`src/rtl/deser_pkg.sv`:
```
// Shared definitions for the serial comma-aligning deserializer.
// Holds the FSM state type, the parameter defaults and the counter-width helper.
package deser_pkg;

  typedef enum logic [1:0] {
    ST_HUNT   = 2'd0,
    ST_SYNC   = 2'd1,
    ST_LOCKED = 2'd2
  } deser_state_e;

  localparam int unsigned DEF_WIDTH    = 8;
  localparam logic [7:0]  DEF_COMMA    = 8'hBC;
  localparam int unsigned DEF_LOCK_CNT = 4;
  localparam int unsigned DEF_LOSS_CNT = 4;

  // Wide enough to hold the larger of the two thresholds without wrapping.
  function automatic int unsigned cnt_width(input int unsigned a, input int unsigned b);
    return $clog2(((a > b) ? a : b) + 1);
  endfunction

endpackage

```
`src/rtl/deser_shreg.sv`:
```
// Serial-in shift register and word bit counter.
// Presents the candidate word every sampled bit and flags the last bit of a word.
module deser_shreg
  import deser_pkg::*;
#(
  parameter int unsigned WIDTH = DEF_WIDTH
) (
  input  logic             clk_32f,
  input  logic             reset,
  input  logic             valid_i,
  input  logic             data_i,
  input  logic             align_i,
  output logic [WIDTH-1:0] nxt_o,
  output logic             word_done_o
);

  localparam int unsigned BCW = $clog2(WIDTH);
  localparam logic [BCW-1:0] LAST_BIT = BCW'(WIDTH - 1);

  logic [WIDTH-1:0] shreg_q, shreg_d;
  logic [BCW-1:0]   bitcnt_q, bitcnt_d;

  always_comb begin
    nxt_o       = {shreg_q[WIDTH-2:0], data_i};
    word_done_o = valid_i && (bitcnt_q == LAST_BIT);
    shreg_d     = shreg_q;
    bitcnt_d    = bitcnt_q;
    if (valid_i) begin
      shreg_d = nxt_o;
      // Alignment pins the boundary at this bit, so the next bit starts a word.
      if (align_i || word_done_o) begin
        bitcnt_d = '0;
      end else begin
        bitcnt_d = bitcnt_q + 1'b1;
      end
    end
  end

  always_ff @(posedge clk_32f) begin
    if (!reset) begin
      shreg_q  <= '0;
      bitcnt_q <= '0;
    end else begin
      shreg_q  <= shreg_d;
      bitcnt_q <= bitcnt_d;
    end
  end

endmodule

```
`src/rtl/deser_align.sv`:
```
// Comma-based word aligner: hunts for the comma, confirms it LOCK_CNT times,
// then delivers non-comma words and drops lock after LOSS_CNT misaligned words.
module deser_align
  import deser_pkg::*;
#(
  parameter int unsigned      WIDTH    = DEF_WIDTH,
  parameter logic [WIDTH-1:0] COMMA    = WIDTH'(DEF_COMMA),
  parameter int unsigned      LOCK_CNT = DEF_LOCK_CNT,
  parameter int unsigned      LOSS_CNT = DEF_LOSS_CNT
) (
  input  logic             clk_32f,
  input  logic             reset,
  input  logic             valid_in,
  input  logic             data_in,
  output logic [WIDTH-1:0] data_out,
  output logic             valid_out,
  output logic             active,
  output logic             comma_det
);

  localparam int unsigned     CW     = cnt_width(LOCK_CNT, LOSS_CNT);
  localparam logic [CW-1:0]   LOCK_V = CW'(LOCK_CNT);
  localparam logic [CW-1:0]   LOSS_V = CW'(LOSS_CNT);

  deser_state_e     state_q, state_d;
  logic [CW-1:0]    comma_cnt_q, comma_cnt_d;
  logic [CW-1:0]    err_cnt_q, err_cnt_d;
  logic             misalign_q, misalign_d;
  logic [WIDTH-1:0] data_q, data_d;
  logic             valid_q, valid_d;
  logic             active_q, active_d;
  logic             comma_q, comma_d;

  logic [WIDTH-1:0] nxt;
  logic             word_done;
  logic             align;
  logic             is_comma;
  logic [CW-1:0]    comma_inc;
  logic [CW-1:0]    err_inc;
  logic             loss;

  deser_shreg #(
    .WIDTH(WIDTH)
  ) u_shreg (
    .clk_32f    (clk_32f),
    .reset      (reset),
    .valid_i    (valid_in),
    .data_i     (data_in),
    .align_i    (align),
    .nxt_o      (nxt),
    .word_done_o(word_done)
  );

  assign is_comma  = (nxt == COMMA);
  assign comma_inc = (comma_cnt_q == '1) ? comma_cnt_q : comma_cnt_q + 1'b1;
  assign err_inc   = (err_cnt_q == '1) ? err_cnt_q : err_cnt_q + 1'b1;
  assign loss      = misalign_q && (err_inc == LOSS_V);

  always_comb begin
    state_d     = state_q;
    comma_cnt_d = comma_cnt_q;
    err_cnt_d   = err_cnt_q;
    misalign_d  = misalign_q;
    data_d      = data_q;
    valid_d     = 1'b0;
    active_d    = active_q;
    comma_d     = 1'b0;
    align       = 1'b0;
    if (valid_in) begin
      case (state_q)
        ST_HUNT: begin
          if (is_comma) begin
            align       = 1'b1;
            comma_cnt_d = CW'(1);
            state_d     = ST_SYNC;
          end
        end
        ST_SYNC: begin
          if (word_done) begin
            if (is_comma) begin
              comma_d     = 1'b1;
              comma_cnt_d = comma_inc;
              if (comma_inc == LOCK_V) begin
                state_d    = ST_LOCKED;
                active_d   = 1'b1;
                err_cnt_d  = '0;
                misalign_d = 1'b0;
              end
            end else begin
              state_d     = ST_HUNT;
              comma_cnt_d = '0;
            end
          end
        end
        ST_LOCKED: begin
          // Completion owns this bit; a comma seen mid-word only flags the word in progress.
          if (word_done) begin
            misalign_d = 1'b0;
            err_cnt_d  = misalign_q ? err_inc : '0;
            comma_d    = is_comma;
            if (loss) begin
              state_d     = ST_HUNT;
              active_d    = 1'b0;
              err_cnt_d   = '0;
              comma_cnt_d = '0;
            end else if (!is_comma) begin
              data_d  = nxt;
              valid_d = 1'b1;
            end
          end else if (is_comma) begin
            misalign_d = 1'b1;
          end
        end
        default: state_d = ST_HUNT;
      endcase
    end
  end

  always_ff @(posedge clk_32f) begin
    if (!reset) begin
      state_q     <= ST_HUNT;
      comma_cnt_q <= '0;
      err_cnt_q   <= '0;
      misalign_q  <= 1'b0;
      data_q      <= '0;
      valid_q     <= 1'b0;
      active_q    <= 1'b0;
      comma_q     <= 1'b0;
    end else begin
      state_q     <= state_d;
      comma_cnt_q <= comma_cnt_d;
      err_cnt_q   <= err_cnt_d;
      misalign_q  <= misalign_d;
      data_q      <= data_d;
      valid_q     <= valid_d;
      active_q    <= active_d;
      comma_q     <= comma_d;
    end
  end

  assign data_out  = data_q;
  assign valid_out = valid_q;
  assign active    = active_q;
  assign comma_det = comma_q;

endmodule

```
`config.mk`:
```
export PLATFORM = sky130hd
export DESIGN_NAME = deser_align
export DESIGN_NICKNAME = d
export VERILOG_FILES = /design/src/rtl/deser_pkg.sv /design/src/rtl/deser_shreg.sv /design/src/rtl/deser_align.sv
export SDC_FILE = /design/constraint.sdc
export NUM_CORES = 1
export LEC_CHECK = 0
export CORE_MARGIN = 4
export CORE_UTILIZATION = 30
export DETAILED_ROUTE_END_ITERATION = 12
export GPL_ROUTABILITY_DRIVEN = 0
export PLACE_DENSITY = 0.46
export SLEW_MARGIN = 20
export SYNTH_ARGS = -nofsm -noshare
export SYNTH_HDL_FRONTEND = slang
export SYNTH_SLANG_ARGS = --single-unit
```
`constraint.sdc`:
```
create_clock -name clk_32f -period 2.58 [get_ports clk_32f]
set_input_delay 0.774 -clock clk_32f [delete_from_list [all_inputs] [get_ports clk_32f]]
set_output_delay 0.774 -clock clk_32f [all_outputs]
set_load 0.03 [all_outputs]
```
==> impl_metrics.ini <==
[synthesis]
synth_xor_xnor_area_share = 0.0179
most_area_hungry_cell_type_in_the_yosys_netlist = sky130_fd_sc_hd__dfxtp_1
synth_instances = 153
ys_seq_area_frac = 0.409
synth-async-reset-ratio = 0
synth_simple_gate_area_frac = 0.181
synth.lib_cells_used.distinct = 37
synth_fa_ha_area_frac = 0.0767
yosys_warnings = 0
post_synthesis_compound_gate_area_fraction = 0.152
yosysTopAreaCellShare = 0.409
register_bit_total_from_synthesis = 30
largest_family_of_logic_cells_by_synthesized_area = simple AND/OR/NAND/NOR gates
synth_nets = 166
synthesis.area_um2 = 1470
post_synth.cell_area_avg_um2 = 9.60
ys.flop_type = sky130_fd_sc_hd__dfxtp_1
yosys-top-cells-area = sky130_fd_sc_hd__dfxtp_1 (41%), sky130_fd_sc_hd__mux2i_1 (12%), sky130_fd_sc_hd__ha_1 (7.7%), sky130_fd_sc_hd__nor2_1 (6.1%), sky130_fd_sc_hd__nand2_1 (3.3%)
yosys-mux-area-fraction = 0.130
number_of_enable_flip_flop_cells_after_synthesis = 0

[setup_path]
worst-setup-path-type = in2reg
critPathArrivalTime_ns = 2.46
worstRegToRegCells = 7
timing.reg2reg.setup_slack_ns = 0.62
worst-path-max-fanout = 4
timing.critical_path.from_type = input pin
worstSetupEndpointType = flip-flop
critical_path_cell_by_cell = clkdlybuf4s50_1 > and4bb_2 > nand2_4 > a2111oi_4 > a21oi_1 > a211oi_2
cp_num_buf_inv = 1
max_stage_delay_ns = 0.46
crit_slowest_cell = sky130_fd_sc_hd__a2111oi_4
family_with_the_most_delay_on_the_worst_path = compound AO/OA/AOI/OAI gates
worstPathRequired_ns = 2.78
path_depth = 6

[hold_path]
timing.hold.worst_path_depth = 2
holdCritPathClass = reg2reg

[timing]
finalWorstSetupSlack_ns = 0.320
setup-tns-final_ns = 0
worst_pin_slew_ns = 0.436
setup_viol_count_final = 0
rsz_0062_raised_after_global_routing = false
report.final.slew_viol_count = 0
hold_viol = 0
worst_clock_skew_on_the_final_layout_ns = 0.00509
final_period_minus_worst_setup_slack_ns = 2.26
fmax_mhz = 443
relSlewSlack = 0.706
final_period_util = 0.876

[die]
initial_utilization = 0.311
die_width_um = 78.0
fp.dieH_um = 78.0
fp.dieArea_um2 = 6080
design.portCount = 15
rows = 25
core_um2 = 4720

[drt]
postRouteAntennaNets = 0
total_drc_errors_in_the_routed_layout = 0
totalWireLength_um = 3030
firstDrtPassIters = 4
via_count = 1147
wl_per_cell_um = 12.5
route.detailed.vias_per_inst = 4.72
drt-initial-drc-count = 26

[global_routing]
gr-usage-all-layers = 0.116
antenna_found_initial = 0
met3_usage_grt = 0.0383
grt_remaining_overflow = 0
grt_busiest_layer = met2
grt.met1_usage = 0.143
grt_util_met2 = 0.181
first_global_vias = 1229
maximum_number_of_pins_on_one_net_before_global_route_repair = 20
grt_pass1_wl_um = 5550

[clocking]
count_of_instances_resized_after_the_clock_tree_is_built = 0
clock_tree.root_cell = sky130_fd_sc_hd__clkbuf_8
tritoncts = done
cts.sink_count = 30
postCtsSetupBuffers = 0
ctsLongestPathBuffers = 2
htree_levels = 2
worst_skew_pair.late_latency_ns = 0.28
clock_transition_at_path_regs_ns = 0.07
tritoncts.num_buffers = 5
ctsHoldBuffers = 0

[cells_and_area]
diodes = 0
finalCoreUtilization = 0.386
fin_nets = 188
syn_to_final_growth_pct = 24.0
post_route_cells_drive_above_1_share = 0.131

[power]
power.ir.vdd_worst_mv = 0.307
power.density_nw_per_um2 = 481
cellLeakagePower_nw = 0.809
p_total_mw = 0.876

[place]
post-dp-hpwl_um = 2290
placement.io_buffers = 14
dpl_worst_slack_ns = 0.0667

[status]
run_status = finished clean

[run]
cap_viol_max_count = 0
final cells by class:
| type | count | area [um2] |
|---|---|---|
| Fill cell | 474 | 2900 |
| Multi-Input combinational cell | 111 | 820 |
| Sequential cell | 30 | 601 |
| Timing Repair Buffer | 21 | 205 |
| Tap cell | 67 | 83.8 |
| Clock buffer | 5 | 68.8 |
| Inverter | 6 | 22.5 |
| Clock inverter | 3 | 21.3 |
worst register-to-register path, delay by kind of cell (launching register included):
| kind | cells | cell delay (ns) |
|---|---|---|
| buf+inv | 1 | 0.11 |
| simple gates | 1 | 0.17 |
| fa+ha+maj | 1 | 0.27 |
| compound gates | 4 | 0.96 |
| flops | 1 | 0.39 |
state kept, by name, summed over array words and instances (netlist names):
register and flops:
state_q 2, u_shreg.shreg_q 7, data_out 8, comma_cnt_q 3, misalign_q 1, active 1
comma_det 1, u_shreg.bitcnt_q 3, valid_out 1, err_cnt_q 3
cells in the final DEF (no fill, tap or decap), drive strengths merged, types with 5 or more instances in the layout:
cell            n
a21oi           6
buf             7
clkbuf          5
clkdlybuf4s50  14
dfxtp          30
ha              9
inv             6
mux2i          18
nand2          14
nor2           24
cell usage after synthesis (3+ instances only):
cell type and count:
sky130_fd_sc_hd__dfxtp_1 30, sky130_fd_sc_hd__a21oi_1 6, sky130_fd_sc_hd__inv_1 6, sky130_fd_sc_hd__clkbuf_1 3, sky130_fd_sc_hd__buf_2 3, sky130_fd_sc_hd__nor2_1 24, sky130_fd_sc_hd__mux2i_1 18, sky130_fd_sc_hd__ha_1 9
sky130_fd_sc_hd__a22oi_1 3, sky130_fd_sc_hd__nor3_1 3, sky130_fd_sc_hd__nand2_1 13, sky130_fd_sc_hd__o211a_1 3
metal layers:
metal	routed length (um)	part of all wire
met5	0	0
met4	8	0.0026
met3	100	0.033
met2	1360	0.45
met1	1550	0.51
where the power goes:
group          switching (mW)  internal [mW]
registers             0.00345          0.467
clock network           0.179          0.189
logic                  0.0201         0.0179
metrics by stage:
step | hold WS (ns) | area (um2) | instances
2_1_floorplan | 0.457 | 1470 | 153
3_3_place_gp | 0.476 | 1730 | 235
3_5_place_dp | 0.478 | 1730 | 235
4_1_cts | 0.488 | 1820 | 243
5_1_grt | 0.515 | 1820 | 243
6_report | 0.483 | 1820 | 243
path summary, 6_finish.rpt:
kind                                    from             end
worst min-delay path            err_cnt_q[1]    err_cnt_q[1]
worst max-delay path                 data_in  comma_cnt_q[2]
worst max register to register    state_q[0]  comma_cnt_q[2]
worst min register to register  err_cnt_q[1]    err_cnt_q[1]
logic make-up (layout without fill, tap and decap cells):
kind of cell | Yosys count | count (layout)
flops | 30 | 30
fa+ha+maj | 9 | 9
buf+inv | 12 | 35
mux | 19 | 19
compound gates | 26 | 26
simple gates | 54 | 54
xor+xnor | 3 | 3
Power figures use the tool's default switching activity.
